[src/rtl/cpu_wb_ctrl_pkg.sv]
// Shared types for the writeback controller (cpu_wb_ctrl, optional macro CPU_WB_FWD_EN).
// Global CPU widths fall back to the cpu_define.v values only when that header was not loaded.
`ifndef CPU_XLEN
`define CPU_XLEN 32
`endif
`ifndef CPU_GREGIDX_WIDTH
`define CPU_GREGIDX_WIDTH 5
`endif
`ifndef CPU_GREG_COUNT
`define CPU_GREG_COUNT 32
`endif

package cpu_wb_ctrl_pkg;
  localparam int unsigned XLEN   = `CPU_XLEN;
  localparam int unsigned GIDX_W = `CPU_GREGIDX_WIDTH;
  localparam int unsigned GREG_N = `CPU_GREG_COUNT;

  typedef struct packed {
    logic [GIDX_W-1:0] idx;
    logic [XLEN-1:0]   dat;
  } wb_entry_t;

  typedef enum logic [1:0] {
    SRC_NONE,
    SRC_ALU,
    SRC_LSU
  } wb_src_e;
endpackage

[src/rtl/cpu_wb_fifo.sv]
// Result buffer for cpu_wb_ctrl: power-of-two ring with synchronous reset.
module cpu_wb_fifo
  import cpu_wb_ctrl_pkg::*;
#(
  parameter int unsigned DEPTH = 2
) (
  input  logic      clk,
  input  logic      reset,
  input  logic      push_i,
  input  logic      pop_i,
  input  wb_entry_t din_i,
  output wb_entry_t dout_o,
  output logic      full_o,
  output logic      empty_o
);
  localparam int unsigned PTR_W = (DEPTH > 1) ? $clog2(DEPTH) : 1;

  wb_entry_t        mem_q [DEPTH];
  logic [PTR_W-1:0] wr_ptr_q, rd_ptr_q;
  logic [PTR_W:0]   cnt_q;
  logic             do_push, do_pop;

  assign full_o  = (cnt_q == (PTR_W + 1)'(DEPTH));
  assign empty_o = (cnt_q == '0);
  assign dout_o  = mem_q[rd_ptr_q];
  // A full buffer still takes a push when the head leaves in the same cycle.
  assign do_pop  = pop_i && !empty_o;
  assign do_push = push_i && (!full_o || do_pop);

  always_ff @(posedge clk) begin
    if (do_push) mem_q[wr_ptr_q] <= din_i;
  end

  always_ff @(posedge clk) begin
    if (reset) begin
      wr_ptr_q <= '0;
      rd_ptr_q <= '0;
      cnt_q    <= '0;
    end else begin
      if (do_push) wr_ptr_q <= wr_ptr_q + 1'b1;
      if (do_pop)  rd_ptr_q <= rd_ptr_q + 1'b1;
      case ({do_push, do_pop})
        2'b10:   cnt_q <= cnt_q + 1'b1;
        2'b01:   cnt_q <= cnt_q - 1'b1;
        default: cnt_q <= cnt_q;
      endcase
    end
  end
endmodule

[src/rtl/cpu_wb_ctrl.sv]
// Writeback controller: ALU/LSU result arbitration, result buffer, registered gregs write
// port and per-register pending scoreboard. Macro CPU_WB_FWD_EN adds write-port forwarding.
module cpu_wb_ctrl
  import cpu_wb_ctrl_pkg::*;
#(
  parameter int unsigned FIFO_DEPTH = 2,
  parameter int unsigned SB_CNT_W   = 2
) (
  input  logic                          clk,
  input  logic                          reset,
  input  logic                          iss_valid,
  output logic                          iss_ready,
  input  logic [`CPU_GREGIDX_WIDTH-1:0] iss_rd_idx,
  input  logic [`CPU_GREGIDX_WIDTH-1:0] rs1_idx,
  input  logic [`CPU_GREGIDX_WIDTH-1:0] rs2_idx,
  output logic                          rs1_busy,
  output logic                          rs2_busy,
`ifdef CPU_WB_FWD_EN
  output logic                          rs1_fwd_hit,
  output logic [`CPU_XLEN-1:0]          rs1_fwd_dat,
  output logic                          rs2_fwd_hit,
  output logic [`CPU_XLEN-1:0]          rs2_fwd_dat,
`endif
  input  logic                          alu_valid,
  output logic                          alu_ready,
  input  logic [`CPU_GREGIDX_WIDTH-1:0] alu_rd_idx,
  input  logic [`CPU_XLEN-1:0]          alu_dat,
  input  logic                          lsu_valid,
  output logic                          lsu_ready,
  input  logic [`CPU_GREGIDX_WIDTH-1:0] lsu_rd_idx,
  input  logic [`CPU_XLEN-1:0]          lsu_dat,
  output logic                          rd_wen,
  output logic [`CPU_GREGIDX_WIDTH-1:0] rd_idx,
  output logic [`CPU_XLEN-1:0]          rd_dat
);
  localparam logic [SB_CNT_W-1:0] SB_MAX = '1;
  localparam logic [SB_CNT_W-1:0] SB_ONE = SB_CNT_W'(1);

  wb_src_e      src;
  wb_entry_t    acc_entry, fifo_dout, rd_d;
  logic         acc_ready, acc_keep;
  logic         fifo_push, fifo_pop, fifo_full, fifo_empty;
  logic         rd_wen_q, rd_wen_d;
  logic [GIDX_W-1:0] rd_idx_q;
  logic [XLEN-1:0]   rd_dat_q;
  logic [SB_CNT_W-1:0] sb_cnt_q [GREG_N];
  logic [SB_CNT_W-1:0] sb_cnt_d [GREG_N];
  logic [SB_CNT_W-1:0] rs1_cnt, rs2_cnt;
  logic         iss_fire, rs1_hit, rs2_hit;

  assign fifo_pop  = !fifo_empty;
  assign acc_ready = !reset && (!fifo_full || fifo_pop);
  assign lsu_ready = acc_ready;
  assign alu_ready = acc_ready && !lsu_valid;

  always_comb begin
    src       = SRC_NONE;
    acc_entry = '0;
    if (lsu_valid && lsu_ready) begin
      src       = SRC_LSU;
      acc_entry = '{idx: lsu_rd_idx, dat: lsu_dat};
    end else if (alu_valid && alu_ready) begin
      src       = SRC_ALU;
      acc_entry = '{idx: alu_rd_idx, dat: alu_dat};
    end
    // x0 results complete the handshake but never occupy a slot or the write port.
    acc_keep  = (src != SRC_NONE) && (acc_entry.idx != '0);
    fifo_push = acc_keep && !fifo_empty;
    rd_wen_d  = !fifo_empty || acc_keep;
    rd_d      = fifo_empty ? acc_entry : fifo_dout;
  end

  cpu_wb_fifo #(
    .DEPTH (FIFO_DEPTH)
  ) u_fifo (
    .clk     (clk),
    .reset   (reset),
    .push_i  (fifo_push),
    .pop_i   (fifo_pop),
    .din_i   (acc_entry),
    .dout_o  (fifo_dout),
    .full_o  (fifo_full),
    .empty_o (fifo_empty)
  );

  always_ff @(posedge clk) begin
    if (reset) begin
      rd_wen_q <= 1'b0;
      rd_idx_q <= '0;
      rd_dat_q <= '0;
    end else begin
      rd_wen_q <= rd_wen_d;
      if (rd_wen_d) begin
        rd_idx_q <= rd_d.idx;
        rd_dat_q <= rd_d.dat;
      end
    end
  end

  assign rd_wen = rd_wen_q;
  assign rd_idx = rd_idx_q;
  assign rd_dat = rd_dat_q;

  assign iss_ready = !reset && ((iss_rd_idx == '0) || (sb_cnt_q[iss_rd_idx] != SB_MAX));
  assign iss_fire  = iss_valid && iss_ready && (iss_rd_idx != '0);

  always_comb begin
    sb_cnt_d    = sb_cnt_q;
    sb_cnt_d[0] = '0;
    for (int unsigned r = 1; r < GREG_N; r++) begin
      if (iss_fire && (iss_rd_idx == GIDX_W'(r))) begin
        if (!(rd_wen_q && (rd_idx_q == GIDX_W'(r)))) sb_cnt_d[r] = sb_cnt_q[r] + 1'b1;
      end else if (rd_wen_q && (rd_idx_q == GIDX_W'(r)) && (sb_cnt_q[r] != '0)) begin
        sb_cnt_d[r] = sb_cnt_q[r] - 1'b1;
      end
    end
  end

  always_ff @(posedge clk) begin
    if (reset) begin
      for (int unsigned r = 0; r < GREG_N; r++) sb_cnt_q[r] <= '0;
    end else begin
      sb_cnt_q <= sb_cnt_d;
    end
  end

  assign rs1_cnt = sb_cnt_q[rs1_idx];
  assign rs2_cnt = sb_cnt_q[rs2_idx];

`ifdef CPU_WB_FWD_EN
  assign rs1_hit     = rd_wen_q && (rd_idx_q == rs1_idx) && (rs1_idx != '0);
  assign rs2_hit     = rd_wen_q && (rd_idx_q == rs2_idx) && (rs2_idx != '0);
  assign rs1_fwd_hit = rs1_hit;
  assign rs2_fwd_hit = rs2_hit;
  assign rs1_fwd_dat = rd_dat_q;
  assign rs2_fwd_dat = rd_dat_q;
`else
  assign rs1_hit = 1'b0;
  assign rs2_hit = 1'b0;
`endif

  // The last outstanding write being forwarded this cycle no longer blocks the reader.
  assign rs1_busy = !reset && (rs1_idx != '0) && (rs1_cnt != '0) && !(rs1_hit && (rs1_cnt == SB_ONE));
  assign rs2_busy = !reset && (rs2_idx != '0) && (rs2_cnt != '0) && !(rs2_hit && (rs2_cnt == SB_ONE));
endmodule
[config.mk]
export PLATFORM = sky130hd
export DESIGN_NAME = cpu_wb_ctrl
export DESIGN_NICKNAME = d
export VERILOG_FILES = /design/src/rtl/cpu_wb_ctrl_pkg.sv /design/src/rtl/cpu_wb_fifo.sv /design/src/rtl/cpu_wb_ctrl.sv
export SDC_FILE = /design/constraint.sdc
export NUM_CORES = 1
export LEC_CHECK = 0
export ABC_AREA = 1
export CAP_MARGIN = 40
export CORE_MARGIN = 1.5
export CORE_UTILIZATION = 40
export CTS_CLUSTER_DIAMETER = 50
export DETAILED_ROUTE_END_ITERATION = 7
export SLEW_MARGIN = 30
export SYNTH_ARGS = -nofsm -noshare
export SYNTH_HDL_FRONTEND = slang
export SYNTH_SLANG_ARGS = --single-unit
[constraint.sdc]
create_clock -name clk -period 5.83 [get_ports clk]
set_clock_uncertainty 0.15 [all_clocks]
set_input_delay 1.749 -clock clk [delete_from_list [all_inputs] [get_ports clk]]
set_output_delay 1.749 -clock clk [all_outputs]
set_load 0.02 [all_outputs]
==> results.md <==
- All-layer global routing usage: 26.2%
- Core area: 25400 um^2
- Worst-path cell chain: clkdlybuf4s50_1 -> inv_1 -> nand2_1 -> inv_1 -> nand2_1 -> o21ai_0 -> o21ai_0 -> nand3_1 -> nand3_1 -> nand3_1 -> a21oi_1 -> dlygate4sd2_1
- CTS tree: yes
- Critical Path Start Type: primary input
- H-tree Lvls: 4
- Initial Utilization: 41.1%
- Die ar.: 27100 um^2
- Slowest-stage cell, CP: clkdlybuf4s50_1
- CTS Buf Count: 17
- Root Driver: clkbuf_16
- Clk sinks: 179
- Max Fclk: 177 MHz
- Final WL: 35.0 mm
- Finished Layout Cells: 2031
- Area Overhead vs Synth: 24.7%
- CP Max Fanout: 4
- WS Path Type: in2out
- Vias in the first global route: 10004
- Layout cells sized above 1: 7.24%
- Crit path DAT: 3750 ps
- Final hold vios: 0
- Cells after Synth: 1547
- Multi-input logic area: 5390 um^2
- Syn_nets: 1642
- Setup ws final: 182 ps
- Die Y: 165 um
- DR iter-0 viols: 1090
- Fill count: 2596
- Row Count: 58
- Max stage delay on crit path: 530 ps
- HP Class: reg2reg
- Tcrit/Tclk final: 96.9%
- Leakage power: 5.11 nW
- Synthesized cell area: 10400 um^2
- Clk Latency, worst-skew pair: 440 ps
- CP delay by family, top: buffers and inverters
- Initial antenna violation count: 1
- Port Buf Inserts: 136
- Worst EP required: 3930 ps
- Asr flop ratio synth: 0%
- Period minus WS final: 5650 ps
- Die W: 165 um
- Seq/Total Area, Yosys: 41.4%
- Buf/Inv on CP: 4
- Post-Syn Area per Cell: 6.75 um^2
- Final core occ: 51.3%
- Via count: 11059
- Drt pass-1 iters: 6
- # IOs: 137
- Outcome: completed
- Antenna-violating nets left: 0
- Dpl cell area: 12400 um^2
- Top post-synthesis cells by area: edfxtp_1, dfxtp_1, nand2_1
- Share of the synthesized area in the top cell type: 21.3%
- First-pass GRT wire length: 54.5 mm
- Peak supply drop: 0.137 mV
- Max-capacitance violation count: 0
- Synth Register Bits: 179
- GRT overflow: 0
- Wire per inst: 17.2 um
- Gpl congestion: 0.927
- Post-synth EDFFs: 74
- Yosys cell types: 38
- DP HPWL: 25.1 mm
- Hold Buf Count CTS: 0
- Pre-CTS WS: -119 ps
- Final #Nets: 1782
- Max Slew Vio Count: 0
- Measured slew at the worst slew-check pin: 827 ps
- Pin count of the biggest net entering global routing: 76
- Main synth FF type: dfxtp_1
- Synth area leader: edfxtp_1
- Drc violations: 0
- Setup violators final: 0
- RSZ-0062 raised after global routing: false
- Storage cell area: 4320 um^2
- Yosys Warn Count: 0
- Cell mode on critical path: nand3_1
- Power Density: 222 nW/um^2
- Total power: 0.00289 W
- Vias per inst: 5.45
- Max-slew headroom at the worst pin: 44.8%
- Longest Clk Path Bufs: 2
- Placed insts: 1995
- Post-route cell area: 13000 um^2
- Crit. End Element: output pin
- Reg2reg setup slack: 3160 ps
- Clk slew on worst S/H paths: 90 ps
==> where the power goes <==
group | switching, W | internal (W) | leakage [nW]
combinational | 0.000230 | 0.000157 | 3.41
sequential | 0.0000135 | 0.00132 | 1.41
clock | 0.000592 | 0.000584 | 0.294
==> cell families after synthesis <==
family | share of synthesized area (%)
AO/OA/AOI/OAI | 12.3
XOR/XNOR | 0.0838
adder cells (fa/ha/maj) | 0.120
buffers and inverters | 7.31
flip-flops | 41.4
AND/OR/NAND/NOR | 38.8
==> cell type report <==
cell class | count | area share (%)
Clock inverter | 15 | 1.41
Timing Repair Buffer | 205 | 14.8
Antenna cell | 1 | 0.0192
Tap cell | 330 | 3.17
Inverter | 96 | 2.81
Clock buffer | 17 | 3.27
Sequential cell | 179 | 33.2
Multi-Input combinational cell | 1188 | 41.4
==> per-layer routing <==
layer	global-route usage [%]	vias up	routed length, um
met3	6.40	45	2710
met2	41.1	399	15800
met1	35.7	5101	15800
met4	7.45	0	631
li1	-	5514	-
met5	0	-	0
==> worst reg2reg max path, stage by stage, from the launching register on <==
cell     delay (ps)
dfxtp_1         440
nand3_1         140
nand2_1          60
nor2_1          100
nor2_1           50
nor2_1          110
nand2_1          80
nand3_1          80
nand2_2          80
buf_4           150
nor3b_4         680
nand3_1         220
a21oi_1         200
nor2_1           60
==> flip-flops by register name, indices dropped and copies added (netlist names), named ones only <==
| name | flops |
|---|---|
| rd_dat | 32 |
| rd_idx | 5 |
| rd_wen | 1 |
| sb_cnt_q | 62 |
| u_fifo.cnt_q | 2 |
| u_fifo.mem_q | 74 |
| u_fifo.rd_ptr_q | 1 |
| u_fifo.wr_ptr_q | 1 |
==> per-stage QoR <==
stage / setup TNS (ps) / hold WS [ps]
floorplan: 0 / 276
global placement: -202 / 285
detailed placement: -214 / 298
CTS: -97.1 / 314
global route: 0 / 324
finish: 0 / 315
==> timing repair <==
action | in CTS | in global routing
resized for setup | 2 | 3
endpoints found under the setup margin | 2 | 2
setup buffers | 0 | 3
==> synthesized netlist by cell type (4+ instances only) <==
library cell and n:
buf_4 8, a21oi_1 152, dfxtp_1 105, buf_1 18, inv_1 90, inv_2 4
clkbuf_1 42, o21ai_0 24, nor2_1 169, nand2_1 518, o221ai_1 4, a31oi_1 33
edfxtp_1 74, nand4_1 79, buf_6 6, buf_2 10, nand3_1 161, nor3_1 13
o2111ai_1 5
==> path summary, 6_finish.rpt <==
| kind | start | endpoint | cells after the start |
|---|---|---|---|
| max | rs1_idx[1] | rs1_busy | 12 |
| min | rd_dat[24] | rd_dat[24] | 2 |
| max reg2reg | sb_cnt_q[43] | sb_cnt_q[30] | 13 |
| min reg2reg | rd_dat[24] | rd_dat[24] | 2 |
==> cell usage in the layout (no fill, tap or decap), types with 2 or more instances in the layout <==
cell / netlist / routed
nor2_2: 2 / 4
inv_1: 90 / 89
buf_4: 8 / 65
buf_2: 10 / 2
inv_2: 4 / 3
nand3_1: 161 / 161
o21a_1: 3 / 3
clkinv_1: 2 / 3
nor3_1: 13 / 13
buf_12: 0 / 4
clkbuf_16: 0 / 17
nand3_2: 3 / 3
dfxtp_1: 105 / 105
inv_8: 0 / 2
o2111ai_1: 5 / 5
nand2_1: 518 / 518
o21ai_0: 24 / 24
clkdlybuf4s50_1: 0 / 130
o311ai_0: 3 / 3
nand2_2: 3 / 3
o221ai_1: 4 / 4
clkinv_8: 0 / 6
nor2_1: 169 / 164
a221oi_1: 3 / 3
a31oi_1: 33 / 33
o31ai_1: 2 / 2
nand4_1: 79 / 79
a21oi_1: 152 / 152
inv_6: 0 / 4
nor2_4: 1 / 4
edfxtp_1: 74 / 74
dlygate4sd2_1: 0 / 2
dlymetal6s2s_1: 0 / 2
Note: power is estimated with default switching activity, not from simulation.
